===== src/rtl/hazard_ctrl.sv =====
// Hazard controller at the RR->EX boundary: shadow scoreboard of EX/MEM/WB, forwarding, stalls, flushes.
// Optional performance counters are built only when HAZ_PERF_EN is defined.
module hazard_ctrl #(
    parameter int REG_BITS     = 3,
    parameter int REDIRECT_LAT = 1,
    parameter int CNT_W        = 16
) (
    input  logic                clk,
    input  logic                rst_n,
    input  logic                rr_valid,
    input  logic [REG_BITS-1:0] rr_rs1,
    input  logic [REG_BITS-1:0] rr_rs2,
    input  logic                rr_use_rs1,
    input  logic                rr_use_rs2,
    input  logic [REG_BITS-1:0] rr_rd,
    input  logic                rr_wr_en,
    input  logic                rr_is_load,
    input  logic                rr_wr_flags,
    input  logic                rr_flag_dep,
    input  logic                ex_branch,
    output logic                stall,
    output logic                ex_bubble,
    output logic                flush,
    output logic [1:0]          fwd1_sel,
    output logic [1:0]          fwd2_sel,
    output logic [1:0]          flag_fwd_sel,
    output logic [CNT_W-1:0]    stall_cnt,
    output logic [CNT_W-1:0]    flush_cnt
);

    typedef enum logic {RUN = 1'b0, FLUSH = 1'b1} state_t;

    localparam logic [2:0] REDIR_INIT = 3'(REDIRECT_LAT);

    state_t              state_q;
    logic [2:0]          redir_cnt_q;

    logic                ex_vld_q, mem_vld_q, wb_vld_q;
    logic                ex_vld_d;
    logic [REG_BITS-1:0] ex_rd_q, mem_rd_q, wb_rd_q;
    logic                ex_wr_q, mem_wr_q, wb_wr_q;
    logic                ex_ld_q;
    logic                ex_wf_q, mem_wf_q, wb_wf_q;

    logic                load_use, flag_haz;
    logic                ex_hit1, mem_hit1, wb_hit1;
    logic                ex_hit2, mem_hit2, wb_hit2;

    function automatic logic [1:0] fwd_src(input logic ex_hit, input logic mem_hit,
                                           input logic wb_hit);
        if (ex_hit)       return 2'd1;
        else if (mem_hit) return 2'd2;
        else if (wb_hit)  return 2'd3;
        else              return 2'd0;
    endfunction

    // Load results only exist after MEM, so a load in EX never forwards; it stalls instead.
    always_comb begin
        ex_hit1  = rr_use_rs1 & ex_vld_q  & ex_wr_q  & ~ex_ld_q & (ex_rd_q  == rr_rs1);
        mem_hit1 = rr_use_rs1 & mem_vld_q & mem_wr_q & (mem_rd_q == rr_rs1);
        wb_hit1  = rr_use_rs1 & wb_vld_q  & wb_wr_q  & (wb_rd_q  == rr_rs1);
        ex_hit2  = rr_use_rs2 & ex_vld_q  & ex_wr_q  & ~ex_ld_q & (ex_rd_q  == rr_rs2);
        mem_hit2 = rr_use_rs2 & mem_vld_q & mem_wr_q & (mem_rd_q == rr_rs2);
        wb_hit2  = rr_use_rs2 & wb_vld_q  & wb_wr_q  & (wb_rd_q  == rr_rs2);

        load_use = rr_valid & ex_vld_q & ex_wr_q & ex_ld_q &
                   ((rr_use_rs1 & (ex_rd_q == rr_rs1)) | (rr_use_rs2 & (ex_rd_q == rr_rs2)));
        flag_haz = rr_valid & rr_flag_dep & ex_vld_q & ex_wf_q;
    end

    assign fwd1_sel     = fwd_src(ex_hit1, mem_hit1, wb_hit1);
    assign fwd2_sel     = fwd_src(ex_hit2, mem_hit2, wb_hit2);
    assign flag_fwd_sel = (mem_vld_q & mem_wf_q) ? 2'd2 :
                          (wb_vld_q  & wb_wf_q)  ? 2'd3 : 2'd0;

    // The branch cycle itself already flushes, ahead of the FSM entering FLUSH.
    assign flush     = (state_q == FLUSH) | ex_branch;
    assign stall     = (load_use | flag_haz) & ~flush;
    assign ex_bubble = stall | flush;
    assign ex_vld_d  = rr_valid & ~stall & ~flush;

    always_ff @(posedge clk or negedge rst_n) begin
        if (!rst_n) begin
            state_q     <= RUN;
            redir_cnt_q <= 3'd0;
        end else begin
            case (state_q)
                RUN: begin
                    if (ex_branch) begin
                        state_q     <= FLUSH;
                        redir_cnt_q <= REDIR_INIT;
                    end
                end
                FLUSH: begin
                    if (redir_cnt_q <= 3'd1) begin
                        state_q     <= RUN;
                        redir_cnt_q <= 3'd0;
                    end else begin
                        redir_cnt_q <= redir_cnt_q - 3'd1;
                    end
                end
                default: state_q <= RUN;
            endcase
        end
    end

    always_ff @(posedge clk or negedge rst_n) begin
        if (!rst_n) begin
            ex_vld_q  <= 1'b0;
            mem_vld_q <= 1'b0;
            wb_vld_q  <= 1'b0;
        end else begin
            ex_vld_q  <= ex_vld_d;
            mem_vld_q <= ex_vld_q;
            wb_vld_q  <= mem_vld_q;
        end
    end

    // Payload fields are qualified by the valids, so they need no reset.
    always_ff @(posedge clk) begin
        ex_rd_q  <= rr_rd;
        ex_wr_q  <= rr_wr_en;
        ex_ld_q  <= rr_is_load;
        ex_wf_q  <= rr_wr_flags;
        mem_rd_q <= ex_rd_q;
        mem_wr_q <= ex_wr_q;
        mem_wf_q <= ex_wf_q;
        wb_rd_q  <= mem_rd_q;
        wb_wr_q  <= mem_wr_q;
        wb_wf_q  <= mem_wf_q;
    end

`ifdef HAZ_PERF_EN
    logic [CNT_W-1:0] stall_cnt_q, flush_cnt_q;

    function automatic logic [CNT_W-1:0] sat_inc(input logic [CNT_W-1:0] v);
        return (v == {CNT_W{1'b1}}) ? v : v + CNT_W'(1);
    endfunction

    always_ff @(posedge clk or negedge rst_n) begin
        if (!rst_n) begin
            stall_cnt_q <= '0;
            flush_cnt_q <= '0;
        end else begin
            if (stall)
                stall_cnt_q <= sat_inc(stall_cnt_q);
            if ((state_q == RUN) && ex_branch)
                flush_cnt_q <= sat_inc(flush_cnt_q);
        end
    end

    assign stall_cnt = stall_cnt_q;
    assign flush_cnt = flush_cnt_q;
`else
    assign stall_cnt = '0;
    assign flush_cnt = '0;
`endif

endmodule


===== config.mk =====
export PLATFORM = sky130hd
export DESIGN_NAME = hazard_ctrl
export DESIGN_NICKNAME = d
export VERILOG_FILES = /design/src/rtl/hazard_ctrl.sv
export SDC_FILE = /design/constraint.sdc
export NUM_CORES = 1
export LEC_CHECK = 0
export ABC_AREA = 0
export BUFFER_PORTS_ARGS = -buffer_cell sky130_fd_sc_hd__buf_2
export CELL_PAD_IN_SITES_DETAIL_PLACEMENT = 2
export CELL_PAD_IN_SITES_GLOBAL_PLACEMENT = 2
export CORE_MARGIN = 5
export CORE_UTILIZATION = 26
export CTS_BUF_LIST = sky130_fd_sc_hd__clkbuf_2
export DETAILED_ROUTE_END_ITERATION = 10
export PLACE_DENSITY_LB_ADDON = 0.1
export SLEW_MARGIN = 20
export SYNTH_ARGS = -nofsm -noshare
export SYNTH_HDL_FRONTEND = slang
export SYNTH_SLANG_ARGS = --single-unit

===== constraint.sdc =====
create_clock -name clk -period 1.4 [get_ports clk]
set_input_delay 0.21 -clock clk [delete_from_list [all_inputs] [get_ports clk]]
set_output_delay 0.21 -clock clk [all_outputs]
set_load 0.03 [all_outputs]

==> results of run 1 <==
-- critical path: cells and delay by family, from the launching register on --
family	cells	cell delay [ps]
AND/OR/NAND/NOR	1	570
flip-flops	1	370
buffers and inverters	1	140
AO/OA/AOI/OAI	1	150
XOR/XNOR	1	150
-- routing by layer --
layer / GRT usage [%] / vias to the layer above
met5: 0 / -
met4: 2.58 / 0
met3: 2.20 / 0
met2: 21.7 / 24
met1: 10.9 / 454
li1: - / 447
-- metrics by stage --
stage | setup slack (ps) | power, uW
3_5_place_dp | -226 | 1450
2_1_floorplan | -66.8 | 1310
3_3_place_gp | -224 | 1420
5_1_grt | -634 | 1950
4_1_cts | -568 | 1820
6_report | -520 | 1820
-- report_power, final --
part	switching (uW)	total, uW	internal, uW
combinational	428	723	295
sequential	71.9	817	745
clock	202	278	75.5
-- synthesized netlist by cell type --
cell type and instances:
a22oi_1 1, a311oi_1 1, o21ai_0 2, xnor2_1 8
o32ai_1 1, nor2_1 2, nor3_1 4, nor2b_1 1
or3_1 3, or4_4 1, nand3_1 2, or4_1 1
a21oi_1 6, o21bai_1 2, xor2_1 10, o31ai_1 1
nand4_1 5, dfrtp_1 7, inv_1 3, nand2_1 6
and4_1 1, nand2b_1 1, o21a_1 1, dfxtp_1 16
ha_1 2, conb_1 1, buf_4 32
-- sequential cells by signal, indices dropped and copies added, names as in the netlist --
name and count:
ex_ld_q 1, ex_rd_q 3, ex_vld_q 1, ex_wf_q 1
ex_wr_q 1, mem_rd_q 3, mem_vld_q 1, mem_wf_q 1
mem_wr_q 1, redir_cnt_q 3, state_q 1, wb_rd_q 3
wb_vld_q 1, wb_wf_q 1, wb_wr_q 1
-- worst min path at each step --
stage,start,end,slack [ps],cells after the start
2_1_floorplan,rst_n,ex_vld_q$_DFF_PN0_,-90,0
3_3_place_gp,rst_n,state_q$_DFF_PN0_,60,1
3_5_place_dp,rst_n,state_q$_DFF_PN0_,60,1
4_1_cts,rr_flag_dep,ex_vld_q$_DFF_PN0_,20,2
5_1_grt,rr_valid,ex_vld_q$_DFF_PN0_,40,3
6_report,rr_valid,ex_vld_q$_DFF_PN0_,90,3
-- layout make-up --
class,count,area [um^2]
well taps,52,65.1
multi-input cells,94,684
repair buffers,48,369
flip-flops and latches,23,507
fillers,502,2730
inverters,3,11.3
clock buffers,4,20.0
-- kinds of logic (layout without fill, tap and decap cells) --
kind of cell,after synthesis,count (layout),synth area share (%)
buf+inv,35,55,21.3
simple gates,27,27,12.7
flops,23,23,42.0
xor+xnor,18,18,13.4
compound gates,15,15,8.07
fa+ha+maj,2,2,2.12
other cells,1,32,0.318
-- layout by cell type (no fill, tap or decap), drive strengths merged, types with 3 or more instances in the layout --
cell type    synthesis  layout
xor2                10      10
clkbuf               0       4
dlygate4sd3          0       8
buf                 32      40
dfxtp               16      16
dfrtp                7       7
xnor2                8       8
nand4                5       5
a21oi                6       6
nor3                 4       4
or3                  3       3
nand2                6       6
inv                  3       3
conb                 1      32
-- timing repair --
item,in CTS,in global routing
gates resized for setup,36,5
endpoints found under the setup margin,8,9
endpoints found under the hold margin,13,1
pin swaps,7,5
hold buffers,7,1
buffers inserted,2,1
==> qor.txt, run 1 <==
Nets -> 194
Placed cell area -> 1390 um^2
Crit path max-delay cell type -> or4_4
Initial Util -> 26.9%
HPWL Detailed -> 2600 um
Tmin final -> 1920 ps
Finished Core Util -> 37.8%
Pin count of the biggest net entering global routing -> 13
RSZ-0062 raised after global routing -> yes
CTS tree -> yes
M1 wire length -> 1210 um
#FFs+latches synth -> 23
Vias in the first global route -> 1070
Max IR drop VDD -> 406 uV
Gr usage total -> 10.7%
Critical-path cell list -> xor2_1, or4_4, a21oi_4, buf_6
Synthesized instance count -> 121
Area growth syn-to-layout -> 40.6%
Final Cycle Share -> 137%
GPL Wtd Cong -> 0.714
Port Buffer Count -> 27
# diodes -> 0
Status -> finished, violations left
Worst hold-check path type -> in2reg
# Max-Cap Violations -> 0
Routed Antenna Nets -> 0
Design area -> 1660 um^2
Critical path type -> reg2out
Chip width -> 77.3 um
R2R Path Start -> state_q$_DFF_PN0_
Hold Vio Cnt, Final -> 0
Avg Inst Size Synth -> 9.74 um^2
PD cells -> 1100 nW/um^2
Failing checks -> negative setup slack
Seq/Total Area, Yosys -> 42.0%
Setup Viol. Count Final -> 7
Highest Signal Layer -> met3
Reg clk slew, reported paths -> 220 ps
Clock sink total -> 23
CP max FO -> 2
Vias per std cell -> 4.13
H-tree depth -> 1
R2r setup slk -> 220 ps
Vias -> 925
DIE HEIGHT -> 77.3 um
Yosys top cell area share -> 27.2%
PnR worst setup slack -> -520 ps
Area contributors post-synth -> dfxtp_1, buf_4, dfrtp_1
DRC viols -> 0
Synth area leader -> dfxtp_1
Pleak -> 0.000777 uW
Worst clock skew -> 9.37 ps
Max Buffers Root-to-Sink -> 2
First-pass GRT wire length -> 5190 um
CP arrival -> 1710 ps
Root buf cell -> clkbuf_2
Setup TNS -> -2890 ps
WL per Instance -> 14.5 um
Critical Path Source Type -> flip-flop
Req. time, crit path -> 1190 ps
CP max stage delay -> 570 ps
R2R cell count -> 5
Share of cells above drive strength 1 -> 42.4%
Worst setup path startpoint -> wb_rd_q[2]$_DFF_P_
Slew Limit Fails -> 0
Finished Layout Cells -> 224
Core Area -> 4380 um^2
Total wire length -> 3250 um
Placed cells -> 209
Detail Route met3 WL -> 142 um
Rows -> 24
Worst setup EP type -> output port
Clk_lat worst skew -> 330 ps
End of the critical path -> fwd1_sel[1]
Gr ovfl total -> 0
Initial antenna violation count -> 0
Routed wl met2 -> 1900 um
Fin Hold WS -> 92.4 ps
DIE AREA -> 5980 um^2
R2R Path End -> redir_cnt_q[2]$_DFFE_PN0N_
Pre-antenna DRT Iters -> 4
TritonCTS buffer count -> 3
Detailed Route Iter0 Violations -> 31
I/O pin count -> 60
Fmax -> 0.521 GHz
Yosys cell types -> 27
YS warnings -> 0
Mapped cell area -> 1180 um^2
Note: power is estimated with default switching activity, not from simulation.
==> run 2: changes to the inputs <==
- CORE_UTILIZATION: 26 -> 28
- clock period: 1.4 -> 2.45 ns (I/O delays scaled with it)
==> qor.txt, run 2 (synthesis gave the netlist of run 1 again) <==
Root buf cell -> clkbuf_2
Setup TNS -> 0 ps (+2890 ps)
Reg clk slew, reported paths -> 200 ps (-20 ps)
Port Buffer Count -> 27 (unchanged)
Multi-input logic area -> 548 um^2 (-20%)
Commonest non-fill, non-tap cell in the layout -> conb_1
Total wire length -> 2680 um (-18%)
Clk_lat worst skew -> 320 ps (about the same)
Share of cells above drive strength 1 -> 21.6% (-21 points)
Setup bufs post-CTS -> 0 (-2)
Hold path start -> rr_is_load
Pre-CTS setup slack -> 474 ps (+701 ps)
Chip width -> 74.9 um (-3.2%)
Vias -> 848 (-8.3%)
Routed Antenna Nets -> 0 (unchanged)
Worst clock skew -> 0.998 ps (-8.37 ps)
Hold path depth -> 1 (-2)
CTS tree -> yes
Core Area -> 4030 um^2 (-8.1%)
Worst hold-check path type -> in2reg
Status -> finished clean
Flop pwr share -> 50.8% (+5.9 points)
First-pass GRT wire length -> 4280 um (-17%)
Initial Util -> 29.3% (+2.4 points)
# Max-Cap Violations -> 0 (unchanged)
Worst Hold Path EP -> ex_ld_q$_DFF_P_
Setup Viol. Count Final -> 0 (-7)
Critical Path Source Type -> flip-flop
Filler cells -> 480 (-4.4%)
Crit path max-delay cell type -> dfxtp_1
Combinational power share -> 32.9% (-6.9 points)
PnR worst setup slack -> 290 ps (+809 ps)
Rows -> 23 (-4.2%)
R2R cell count -> 4 (-1)
GPL Wtd Cong -> 0.678 (-5.0%)
Hold Vio Cnt, Final -> 0 (unchanged)
Pin count of the biggest net entering global routing -> 13 (unchanged)
Int Power -> 569 uW (-49%)
TritonCTS buffer count -> 3 (unchanged)
Critical-path cell list -> xnor2_1, nand4_1, or3_1, a21oi_1, buf_2
HPWL Detailed -> 2280 um (-12%)
Critical path type -> reg2out
RSZ-0062 raised after global routing -> no
CP arrival -> 1790 ps (+80 ps)
H-tree depth -> 1 (unchanged)
Placed cell area -> 1260 um^2 (-9.5%)
Gr usage total -> 10.0% (-0.66 points)
CP max stage delay -> 430 ps (-140 ps)
Vias per std cell -> 4.18 (+1.2%)
Vias in the first global route -> 897 (-16%)
Tmin final -> 2160 ps
CP max FO -> 3 (+1)
I/O pin count -> 60 (unchanged)
Design area -> 1290 um^2 (-22%)
Pleak -> 0.000617 uW (-21%)
Gr ovfl total -> 0 (unchanged)
Clk pwr share -> 16.3% (+1.0 points)
Finished Core Util -> 32.0% (-5.8 points)
R2r setup slk -> 1220 ps (+1000 ps)
R2R Path Start -> ex_rd_q[2]$_DFF_P_
Area growth syn-to-layout -> 9.45%
Final Cycle Share -> 88.2%
Slew Limit Fails -> 0 (unchanged)
Switching power -> 355 uW (-50%)
Fmax -> 0.463 GHz
DIE AREA -> 5610 um^2 (-6.2%)
Detailed Route Iter0 Violations -> 20 (-35%)
Highest-count cells in the layout ignoring fill and taps -> conb_1, buf_2, dfxtp_1
R2R Path End -> ex_vld_q$_DFF_PN0_
Register area -> 495 um^2 (-2.2%)
Sw Share -> 38.4% (-0.23 points)
Max IR drop VDD -> 225 uV (-45%)
WL per Instance -> 13.2 um (-9.0%)
Worst setup EP type -> output port
DRC viols -> 0 (unchanged)
Nets -> 175 (-9.8%)
# diodes -> 0 (unchanged)
Req. time, crit path -> 2080 ps (+890 ps)
PD cells -> 716 nW/um^2 (-35%)
Max Buffers Root-to-Sink -> 2 (unchanged)
Initial antenna violation count -> 0 (unchanged)
DIE HEIGHT -> 74.9 um (-3.2%)
Power, Total -> 923 uW (-49%)
Clock sink total -> 23 (unchanged)
Pre-antenna DRT Iters -> 2 (-2)
==> run 2: changes by cell type in the layout (fill, tap and decap cells not counted), moves of 6 or more <==
cell | previous run | this run
buf_4 | 13 | 1
buf_2 | 18 | 27
buf_6 | 9 | 0
dfxtp_1 | 9 | 16
dlygate4sd3_1 | 8 | 1
dfxtp_2 | 6 | 0
==> run 2: power by group through the flow <==
stage	sequential (uW)	clock [uW]	combinational [uW]
after global routing	481	175	343
final	469	151	303
after CTS	471	163	307
after detailed placement	479	0	304
after global placement	476	0	298
after floorplan	466	0	266
==> run 2: final cells by class <==
type / instances / share of cell area, %
Clock buffer: 4 / 1.55
Tap cell: 50 / 4.85
Inverter: 3 / 0.873
Timing Repair Buffer: 29 / 11.8
Multi-Input combinational cell: 94 / 42.5
Sequential cell: 23 / 38.4
==> run 2: what timing repair did <==
action | 4_1_cts | 5_1_grt
hold buffers | 1 | 0
resized for setup | 0 | 0
endpoints found under the hold margin | 7 | 0
==> run 2: critical path: cells and delay by family, from the launching register on <==
kind,cells,cell delay (ps)
AND/OR/NAND/NOR,2,500
buffers and inverters,1,220
flip-flops,1,430
XOR/XNOR,1,140
AO/OA/AOI/OAI,1,180
==> run 2: how the worst max path moves through the flow <==
stage	start	to	cells past startpoint
floorplan	rr_rs2[2]	fwd2_sel[0]	3
global placement	rr_rs2[2]	fwd2_sel[0]	5
detailed placement	rr_rs2[2]	fwd2_sel[0]	5
CTS	wb_rd_q[2]$_DFF_P_	fwd2_sel[0]	4
global route	ex_rd_q[0]$_DFF_P_	fwd1_sel[0]	5
finish	mem_rd_q[1]$_DFF_P_	fwd2_sel[1]	5
==> run 2: per-stage QoR <==
stage	cells	hold WS, ps
3_3_place_gp	198	218
6_report	203	125
3_5_place_dp	198	221
4_1_cts	203	96.8
2_1_floorplan	152	71.9
5_1_grt	203	80.0
==> run 2: per-layer routing <==
layer / wire length (um) / track usage [%] / vias to the layer above
met5: 0 / 0 / -
met4: 11 / 2.37 / 0
met3: 227 / 3.20 / 2
met2: 1380 / 16.8 / 33
met1: 1060 / 12.5 / 403
li1: - / - / 410
==> run 3: changes to the inputs <==
- CORE_UTILIZATION: 28 -> 26
- clock period: 2.45 -> 2.2 ns (I/O delays scaled with it)
==> qor.txt, run 3 (synthesis gave the netlist of run 1 again) <==
Routed Antenna Nets -> 0 (unchanged)
Switching power -> 409 uW (+15%)
Design area -> 1310 um^2 (+1.7%)
# Max-Cap Violations -> 0 (unchanged)
Highest Signal Layer -> met4
Highest-count cells in the layout ignoring fill and taps -> conb_1, buf_2, dfxtp_1
Setup bufs post-CTS -> 0 (unchanged)
RSZ-0062 raised after global routing -> yes
Clk pwr share -> 17.0% (+0.7 points)
Vias -> 843 (-0.59%)
Clock sink total -> 23 (unchanged)
CP arrival -> 1780 ps (about the same)
Routed wl met2 -> 1360 um (-1.5%)
Int Power -> 634 uW (+11%)
# diodes -> 0 (unchanged)
Detail Route met3 WL -> 235 um (+3.5%)
Total wire length -> 2790 um (+4.2%)
CTS tree -> yes
Setup Viol. Count Final -> 0 (unchanged)
Port Buffer Count -> 27 (unchanged)
WL per Instance -> 13.6 um (+3.2%)
Worst setup EP type -> output port
Finished Core Util -> 29.9% (-2.1 points)
Area growth syn-to-layout -> 11.4%
Share of cells above drive strength 1 -> 24.8% (+3.3 points)
Max Buffers Root-to-Sink -> 2 (unchanged)
H-tree depth -> 1 (unchanged)
Detailed Route Iter0 Violations -> 20 (unchanged)
Root buf cell -> clkbuf_2
Critical Path Source Type -> flip-flop
CP max FO -> 2 (-1)
Gr ovfl total -> 0 (unchanged)
TritonCTS buffer count -> 3 (unchanged)
Hold Vio Cnt, Final -> 0 (unchanged)
Commonest non-fill, non-tap cell in the layout -> conb_1
DIE HEIGHT -> 77.3 um (+3.3%)
Tmin final -> 2110 ps
Status -> finished clean
R2r setup slk -> 1020 ps (-200 ps)
Pre-antenna DRT Iters -> 4 (+2)
Vias in the first global route -> 946 (+5.5%)
Initial Util -> 26.9% (-2.4 points)
Reg clk slew, reported paths -> 220 ps (+20 ps)
GPL Wtd Cong -> 0.737 (+8.7%)
Crit path max-delay cell type -> or4_4
DIE AREA -> 5980 um^2 (+6.7%)
Vias per std cell -> 4.11 (-1.6%)
Chip width -> 77.3 um (+3.3%)
First-pass GRT wire length -> 4510 um (+5.2%)
Critical path type -> reg2out
Flop pwr share -> 50.4% (-0.4 points)
Fmax -> 0.474 GHz
PD cells -> 795 nW/um^2 (+11%)
Multi-input logic area -> 561 um^2 (+2.3%)
Final Cycle Share -> 96.0%
Worst hold-check path type -> in2reg
Top Family by Delay on Critical Path -> simple AND/OR/NAND/NOR gates
M1 wire length -> 1180 um (+11%)
Rows -> 24 (+4.3%)
Critical-path cell list -> xor2_1, or4_4, a21oi_1, clkbuf_4
Filler cells -> 524 (+9.2%)
I/O pin count -> 60 (unchanged)
Sw Share -> 39.2% (+0.80 points)
Setup TNS -> 0 ps (unchanged)
Pin count of the biggest net entering global routing -> 13 (unchanged)
Max IR drop VDD -> 312 uV (+38%)
Initial antenna violation count -> 0 (unchanged)
Gr usage total -> 9.50% (-0.54 points)
Slew Limit Fails -> 0 (unchanged)
Combinational power share -> 32.6% (-0.3 points)
Nets -> 175 (unchanged)
Placed cell area -> 1260 um^2 (+0.20%)
Clk_lat worst skew -> 340 ps (+20 ps)
CP Buf/Inv Count -> 1 (unchanged)
Worst clock skew -> 7.25 ps (+6.25 ps)
Pleak -> 0.000618 uW (+0.13%)
Register area -> 498 um^2 (+0.51%)
DRC viols -> 0 (unchanged)
Req. time, crit path -> 1870 ps (-210 ps)
CP max stage delay -> 530 ps (+100 ps)
Core Area -> 4380 um^2 (+8.8%)
run 3: timing repair:
action | 4_1_cts | 5_1_grt
endpoints found under the setup margin | 0 | 4
hold buffers | 1 | 0
hold endpoints to repair | 7 | 0
resized for setup | 0 | 8
run 3: path summary, 6_finish.rpt:
check	startpoint	depth (start not counted)	end
max	wb_rd_q[2]$_DFF_P_	4	fwd1_sel[1]
min reg2reg	mem_wf_q$_DFF_P_	0	wb_wf_q$_DFF_P_
min in group asynchronous	rst_n	2	ex_vld_q$_DFF_PN0_
max reg2reg	ex_rd_q[2]$_DFF_P_	4	ex_vld_q$_DFF_PN0_
max in group asynchronous	rst_n	2	redir_cnt_q[0]$_DFFE_PN0N_
min	rr_rd[2]	1	ex_rd_q[2]$_DFF_P_
run 3: power by group through the flow:
stage | registers [uW] | clock network, uW | logic [uW]
final | 525 | 177 | 340
after detailed placement | 535 | 0 | 340
after global placement | 531 | 0 | 333
after floorplan | 519 | 0 | 297
after CTS | 526 | 189 | 343
after global routing | 536 | 208 | 379
run 3: cell type report:
type / count / share of cell area, %
repair buffers: 29 / 12.0
inverters: 3 / 0.858
clock buffers: 4 / 1.53
well taps: 52 / 4.96
flip-flops and latches: 23 / 37.9
multi-input cells: 94 / 42.7
run 3: worst register-to-register path, cell delays in order, from the launching register on:
cell	delay, ps
dfxtp_1	450
xnor2_1	160
nand4_1	190
a21oi_2	220
a311oi_1	70
run 3: per-stage QoR:
stage | setup slack (ps) | total power [uW] | hold WS (ps) | instances
final | 88.4 | 1040 | 69.5 | 205
after global routing | -34.6 | 1120 | 17.9 | 205
after CTS | 29.6 | 1060 | 49.4 | 205
after detailed placement | 345 | 875 | 180 | 200
after global placement | 358 | 865 | 176 | 200
after floorplan | 369 | 815 | 34.4 | 152
run 3: per-layer routing:
layer | vias up | global-route usage [%]
met5 | - | 0
met2 | 37 | 16.2
met3 | 2 | 3.82
li1 | 406 | -
met1 | 398 | 10.7
met4 | 0 | 3.09
